<file path="src/rtl/mem_arb_pkg.sv">
// Shared types and defaults for the two-requester memory arbiter.
package mem_arb_pkg;

  localparam int AW_DEF = 16;
  localparam int DW_DEF = 16;

  // Identifies which requester (r0 or r1) issued a read.
  typedef logic req_id_t;

  // One read-tag table slot: the controller tags returns by address, so the
  // address is the lookup key and id says where the data goes back to.
  typedef struct packed {
    logic                valid;
    logic [AW_DEF-1:0]   addr;
    req_id_t             id;
  } tag_entry_t;

endpackage

</file>
<file path="src/rtl/rd_tag_table.sv">
// Associative table of outstanding reads, keyed by address.
// All lookups use registered state only, so a slot freed this cycle is
// neither reusable nor non-blocking until the next cycle.
module rd_tag_table
  import mem_arb_pkg::*;
#(
  parameter int AW    = AW_DEF,
  parameter int N_OUT = 4,
  parameter int CW    = 3
) (
  input  logic          clk,
  input  logic          reset,
  input  logic          alloc_i,
  input  logic [AW-1:0] alloc_addr_i,
  input  req_id_t       alloc_id_i,
  input  logic [AW-1:0] chk0_addr_i,
  input  logic [AW-1:0] chk1_addr_i,
  output logic          chk0_match_o,
  output logic          chk1_match_o,
  input  logic          ret_i,
  input  logic [AW-1:0] ret_addr_i,
  output logic          ret_hit_o,
  output req_id_t       ret_id_o,
  output logic          full_o,
  output logic [CW-1:0] count_o
);

  tag_entry_t       entries_q [N_OUT];
  tag_entry_t       entries_d [N_OUT];
  logic [CW-1:0]    count_q, count_d;
  logic [N_OUT-1:0] free_oh;
  logic [N_OUT-1:0] hit_oh;
  logic             free_found;

  // Match both issue addresses and the return tag; pick the lowest free slot.
  always_comb begin
    chk0_match_o = 1'b0;
    chk1_match_o = 1'b0;
    ret_hit_o    = 1'b0;
    ret_id_o     = 1'b0;
    free_oh      = '0;
    hit_oh       = '0;
    free_found   = 1'b0;
    for (int i = 0; i < N_OUT; i++) begin
      if (entries_q[i].valid) begin
        if (entries_q[i].addr == AW_DEF'(chk0_addr_i)) chk0_match_o = 1'b1;
        else chk0_match_o = chk0_match_o;
        if (entries_q[i].addr == AW_DEF'(chk1_addr_i)) chk1_match_o = 1'b1;
        else chk1_match_o = chk1_match_o;
        if (ret_i && (entries_q[i].addr == AW_DEF'(ret_addr_i))) begin
          ret_hit_o = 1'b1;
          ret_id_o  = entries_q[i].id;
          hit_oh[i] = 1'b1;
        end else begin
          hit_oh[i] = 1'b0;
        end
      end else if (!free_found) begin
        free_found = 1'b1;
        free_oh[i] = 1'b1;
      end else begin
        free_oh[i] = 1'b0;
      end
    end
  end

  // Next table contents and occupancy count from the allocate/free events.
  always_comb begin
    for (int i = 0; i < N_OUT; i++) begin
      entries_d[i] = entries_q[i];
      if (alloc_i && free_oh[i]) begin
        entries_d[i].valid = 1'b1;
        entries_d[i].addr  = AW_DEF'(alloc_addr_i);
        entries_d[i].id    = alloc_id_i;
      end else if (hit_oh[i]) begin
        entries_d[i].valid = 1'b0;
      end else begin
        entries_d[i] = entries_q[i];
      end
    end
    case ({alloc_i, ret_hit_o})
      2'b10:   count_d = count_q + CW'(1);
      2'b01:   count_d = count_q - CW'(1);
      default: count_d = count_q;
    endcase
  end

  // Table and count state register; reset discards every outstanding read.
  always_ff @(posedge clk) begin
    if (reset) begin
      for (int i = 0; i < N_OUT; i++) entries_q[i] <= '0;
      count_q <= '0;
    end else begin
      for (int i = 0; i < N_OUT; i++) entries_q[i] <= entries_d[i];
      count_q <= count_d;
    end
  end

  assign full_o  = (count_q == CW'(N_OUT));
  assign count_o = count_q;

endmodule

</file>
<file path="src/rtl/mem_arbiter.sv">
// Round-robin arbiter sharing one memory_controller port between r0 and r1,
// routing read returns back to the issuing requester by address tag.
module mem_arbiter
  import mem_arb_pkg::*;
#(
  parameter int AW    = AW_DEF,
  parameter int DW    = DW_DEF,
  parameter int N_OUT = 4
) (
  input  logic                       clk,
  input  logic                       reset,
  input  logic                       r0_valid,
  input  logic                       r0_we,
  input  logic [AW-1:0]              r0_addr,
  input  logic [DW-1:0]              r0_wdata,
  output logic                       r0_ready,
  output logic                       r0_rd_valid,
  output logic [AW-1:0]              r0_rd_addr,
  output logic [DW-1:0]              r0_rd_data,
  input  logic                       r1_valid,
  input  logic                       r1_we,
  input  logic [AW-1:0]              r1_addr,
  input  logic [DW-1:0]              r1_wdata,
  output logic                       r1_ready,
  output logic                       r1_rd_valid,
  output logic [AW-1:0]              r1_rd_addr,
  output logic [DW-1:0]              r1_rd_data,
  output logic                       mc_wr_en,
  output logic [AW-1:0]              mc_wr_address,
  output logic [DW-1:0]              mc_wr_data,
  output logic                       mc_rd_en,
  output logic [AW-1:0]              mc_rd_address,
  input  logic                       mc_rd_ret_ack,
  input  logic [AW-1:0]              mc_rd_ret_address,
  input  logic [DW-1:0]              mc_rd_ret_data,
  output logic [$clog2(N_OUT+1)-1:0] outstanding,
  output logic                       orphan_ret
);

  localparam int CW = $clog2(N_OUT+1);

  logic          match0, match1, full, ret_hit;
  req_id_t       ret_id;
  logic          elig0, elig1, grant_any, sel_we, alloc;
  req_id_t       grant_id;
  logic [AW-1:0] sel_addr;
  logic [DW-1:0] sel_wdata;
  logic          rr_q, rr_d;
  logic          mc_wr_en_q, mc_rd_en_q;
  logic [AW-1:0] mc_wr_address_q, mc_rd_address_q;
  logic [DW-1:0] mc_wr_data_q;
  logic          r0_rd_valid_q, r1_rd_valid_q, orphan_q;
  logic [AW-1:0] r0_rd_addr_q, r1_rd_addr_q;
  logic [DW-1:0] r0_rd_data_q, r1_rd_data_q;

  rd_tag_table #(.AW(AW), .N_OUT(N_OUT), .CW(CW)) u_tags (
    .clk          (clk),
    .reset        (reset),
    .alloc_i      (alloc),
    .alloc_addr_i (sel_addr),
    .alloc_id_i   (grant_id),
    .chk0_addr_i  (r0_addr),
    .chk1_addr_i  (r1_addr),
    .chk0_match_o (match0),
    .chk1_match_o (match1),
    .ret_i        (mc_rd_ret_ack),
    .ret_addr_i   (mc_rd_ret_address),
    .ret_hit_o    (ret_hit),
    .ret_id_o     (ret_id),
    .full_o       (full),
    .count_o      (outstanding)
  );

  // Eligibility and round-robin grant; writes are not limited by a full table.
  always_comb begin
    elig0     = r0_valid && !match0 && (r0_we || !full);
    elig1     = r1_valid && !match1 && (r1_we || !full);
    grant_any = elig0 || elig1;
    if (elig0 && elig1) grant_id = rr_q;
    else if (elig1)     grant_id = 1'b1;
    else                grant_id = 1'b0;
    sel_we    = grant_id ? r1_we    : r0_we;
    sel_addr  = grant_id ? r1_addr  : r0_addr;
    sel_wdata = grant_id ? r1_wdata : r0_wdata;
    alloc     = grant_any && !sel_we;
    rr_d      = grant_any ? ~grant_id : rr_q;
  end

  assign r0_ready = grant_any && (grant_id == 1'b0);
  assign r1_ready = grant_any && (grant_id == 1'b1);

  // Issue registers: one-cycle enable pulses, address/data held between issues.
  always_ff @(posedge clk) begin
    if (reset) begin
      rr_q            <= 1'b0;
      mc_wr_en_q      <= 1'b0;
      mc_rd_en_q      <= 1'b0;
      mc_wr_address_q <= '0;
      mc_wr_data_q    <= '0;
      mc_rd_address_q <= '0;
    end else begin
      rr_q       <= rr_d;
      mc_wr_en_q <= grant_any && sel_we;
      mc_rd_en_q <= alloc;
      if (grant_any && sel_we) begin
        mc_wr_address_q <= sel_addr;
        mc_wr_data_q    <= sel_wdata;
      end
      if (alloc) mc_rd_address_q <= sel_addr;
    end
  end

  // Return registers: route a tag hit to its requester, flag unmatched returns.
  always_ff @(posedge clk) begin
    if (reset) begin
      r0_rd_valid_q <= 1'b0;
      r1_rd_valid_q <= 1'b0;
      r0_rd_addr_q  <= '0;
      r0_rd_data_q  <= '0;
      r1_rd_addr_q  <= '0;
      r1_rd_data_q  <= '0;
      orphan_q      <= 1'b0;
    end else begin
      r0_rd_valid_q <= ret_hit && (ret_id == 1'b0);
      r1_rd_valid_q <= ret_hit && (ret_id == 1'b1);
      if (ret_hit && (ret_id == 1'b0)) begin
        r0_rd_addr_q <= mc_rd_ret_address;
        r0_rd_data_q <= mc_rd_ret_data;
      end
      if (ret_hit && (ret_id == 1'b1)) begin
        r1_rd_addr_q <= mc_rd_ret_address;
        r1_rd_data_q <= mc_rd_ret_data;
      end
      orphan_q <= orphan_q || (mc_rd_ret_ack && !ret_hit);
    end
  end

  assign mc_wr_en      = mc_wr_en_q;
  assign mc_wr_address = mc_wr_address_q;
  assign mc_wr_data    = mc_wr_data_q;
  assign mc_rd_en      = mc_rd_en_q;
  assign mc_rd_address = mc_rd_address_q;
  assign r0_rd_valid   = r0_rd_valid_q;
  assign r0_rd_addr    = r0_rd_addr_q;
  assign r0_rd_data    = r0_rd_data_q;
  assign r1_rd_valid   = r1_rd_valid_q;
  assign r1_rd_addr    = r1_rd_addr_q;
  assign r1_rd_data    = r1_rd_data_q;
  assign orphan_ret    = orphan_q;

endmodule

</file>
<file path="config.mk">
export PLATFORM = sky130hd
export DESIGN_NAME = mem_arbiter
export DESIGN_NICKNAME = d
export VERILOG_FILES = /design/src/rtl/mem_arb_pkg.sv /design/src/rtl/rd_tag_table.sv /design/src/rtl/mem_arbiter.sv
export SDC_FILE = /design/constraint.sdc
export NUM_CORES = 1
export LEC_CHECK = 0
export BUFFER_PORTS_ARGS = -buffer_cell sky130_fd_sc_hd__clkbuf_2
export CAP_MARGIN = 20
export CORE_UTILIZATION = 55
export CTS_CLUSTER_DIAMETER = 30
export CTS_CLUSTER_SIZE = 12
export DETAILED_ROUTE_END_ITERATION = 7
export PLACE_DENSITY = 0.81
export SYNTH_ARGS = -nofsm -noshare
export SYNTH_HDL_FRONTEND = slang
export SYNTH_SLANG_ARGS = --single-unit
</file>
<file path="constraint.sdc">
create_clock -name clk -period 7.19 [get_ports clk]
set_input_delay 1.7975 -clock clk [delete_from_list [all_inputs] [get_ports clk]]
set_output_delay 1.7975 -clock clk [all_outputs]
set_load 0.1 [all_outputs]
</file>
==> flow_metrics.tcl <==
set metrics [dict create \
    status "finished with violations" \
    failed_checks "design-rule violations" \
    hold_depth 2 \
    syn_nets 1199 \
    dieArea_um2 19200 \
    via_per_inst 5.957 \
    critPathArrivalTime_ns 4.61 \
    power_density_nw_per_um2 230.8 \
    fmax_mhz 156.1 \
    path_max_fanout 19 \
    numCtsBuffers 17 \
    fin_hold_ws_ns 0.4814 \
    busiest_layer "met2" \
    post_drt_wl_per_cell_um 21.60 \
    totalWireLength_um 31950 \
    required_ns 5.39 \
    ys_seq_elements 193 \
    startpoint_type "primary input" \
    hpwl_um 23360 \
    post-synth-top-count-cell "dfxtp_1" \
    num_vias 8811 \
    grt_overflow 0 \
    rows 49 \
    start_util_pct 56.54 \
    hold_path_class "flip-flop to flip-flop" \
    cts.repair.resized 0 \
    slew_headroom_pct 28.08 \
    synth_flop_cell "dfxtp_1" \
    tritoncts "done" \
    grt_use_met1_pct 43.08 \
    core_area_um2 18150 \
    cp-end-kind "output pin" \
    r2r_cells 11 \
    ant_nets 0 \
    drc_errors 7 \
    worst_slew_pin_slew_ns 1.076 \
    vdd_ir_drop_max_mv 0.2210 \
    synth_top_cell_by_area "dfxtp_1" \
    setup_viol 0 \
    netlist_area_um2 10260 \
    io_pins 225 \
    cts_buffer_depth 2 \
    insertion_delay_ns 0.45 \
    track_usage_pct 33.24 \
    grt_util_met2_pct 53.17 \
    cts_sinks 193 \
    synth-edff-count 0 \
    yosys.area.top_type_share_pct 37.66 \
    fin_crit_sh_pct 89.08 \
    nets 1342 \
    cts_root_buf "clkbuf_16" \
    die_x_um 138.6 \
    die_h_um 138.6 \
    grt_max_degree 98 \
    drive_gt1_share_pct 26.16 \
    ctsHoldBuffers 0 \
    use_met3_pct 7.873 \
    ys_seq_area_share_pct 37.66 \
    synth_common_cells "dfxtp_1, nor2_1, xnor2_1" \
    post-cts-setup-buffers 0 \
    maxCapViolations 0 \
    path_clk_slew_ns 0.08 \
    cp_common_cell "clkbuf_2" \
    n_antenna_cell 0 \
    clock_skew_ns 0.01642 \
    grt_pass1_wl_um 48630 \
    syn_inst 1094 \
    crit_type "primary input to output pin" \
    num-fill-cells 1553 \
    cp_slowest_cell "clkbuf_2" \
    drv_slew 0 \
    yosys_warnings 0 \
    place_congestion 1.051 \
    areaGrowthSynthToFinish_pct 15.45 \
    htreeDepth 4 \
    async_reset_ff_share_pct 0 \
    tns_ns 0 \
    worstPathCellList "clkbuf_2 -> xor2_1 -> nor3_1 -> nand3_1 -> o41ai_1 -> or3_1 -> o311a_4 -> clkbuf_2" \
    first_pass_iters 8 \
    place.port_buffers 224 \
    hold_violations 0 \
    syn_avg_cell_area_um2 9.378 \
    leakagePower_nw 5.140 \
    period_needed_ns 6.405 \
    max_stage_delay_ns 0.51 \
    drt_iter0_markers 869 \
    ys_types 49 \
    grt_pass1_vias 8244 \
    antenna_found_initial 1 \
    synth.area.top_cells "dfxtp_1, mux2i_1, xnor2_1" \
    rsz0062_at_grt "no" \
]
## worst max-delay path, delay by kind of cell
kind	cells	cell delay, ns
simple gates	3	1.09
compound gates	2	0.81
buf+inv	2	0.68
xor+xnor	1	0.20
## layout make-up
cell class | instances | area (um2) | area share, %
multi-input cells | 778 | 5802 | 48.98
flip-flops and latches | 193 | 3864 | 32.62
repair buffers | 236 | 1214 | 10.25
clock buffers | 17 | 425.4 | 3.591
well taps | 229 | 286.5 | 2.419
clock inverters | 15 | 212.7 | 1.796
inverters | 11 | 41.29 | 0.3486
## state kept, by name, indices dropped and copies added (netlist names)
signal            flops
r0_rd_data           16
r1_rd_addr           16
orphan_ret            1
mc_rd_en              1
mc_wr_data           16
rr_q                  1
u_tags.entries_q     72
r0_rd_valid           1
r1_rd_data           16
r0_rd_addr           16
mc_wr_en              1
r1_rd_valid           1
mc_wr_address        16
mc_rd_address        16
u_tags.count_o        3
## per-stage QoR
stage                     utilization (%)  std cells  area, um2  total power, mW  setup slack, ns
after floorplan                         -       1094      10260            1.615           0.2818
after global placement              61.76       1447      11210            1.731           0.8308
after detailed placement            61.76       1447      11210            1.733           0.9190
after CTS                           65.27       1479      11850            2.738           0.9182
after global routing                65.27       1479      11850            2.819           0.6911
final                               65.27       1479      11850            2.733           0.7854
## placed cells by master (no fill, tap or decap), drive strengths merged, types with 2 or more instances in the layout
cell type	instances
a211oi	2
a21o	2
a21oi	9
a31o	35
and2	2
and3	5
buf	13
clkbuf	240
clkinv	6
dfxtp	193
inv	19
mux2	16
mux2i	121
nand2	14
nand3	17
nand4	26
nor2	135
nor2b	9
nor3	72
nor4	46
o211a	26
o21ai	31
or3	3
xnor2	123
xor2	71
## layer usage
layer,vias up,routed length [um]
met5,-,0
met4,0,1095
met3,90,2627
met2,424,14810
met1,4216,13410
li1,4081,-
## kinds of logic after synthesis
group | count (synthesis) | share of synthesized area (%)
and+or+nand+nor | 331 | 15.56
xor gates and xnor gates | 194 | 16.56
DFF | 193 | 37.66
muxes | 137 | 14.60
buffers and inverters | 123 | 5.951
AOI/OAI and AO/OA | 114 | 9.354
adders and majority gates | 2 | 0.3171
## final timing paths
path	from	to	slack, ns
setup reg to reg	u_tags.entries_q[0][14]$_SDFFE_PP0P_	mc_wr_address[5]$_SDFFE_PP0P_	2.75
hold / removal	orphan_ret$_SDFF_PP0_	orphan_ret$_SDFF_PP0_	0.48
hold reg to reg	orphan_ret$_SDFF_PP0_	orphan_ret$_SDFF_PP0_	0.48
setup / recovery	r0_addr[13]	r1_ready	0.79
## power breakdown
group          total, mW  leakage [nW]  switching [mW]  internal, mW
logic              0.568          3.26           0.412         0.155
clock network       1.02         0.311           0.499         0.517
registers           1.15          1.57          0.0420          1.11
total               2.73          5.14           0.953          1.78
(Power assumes the default switching activity.)
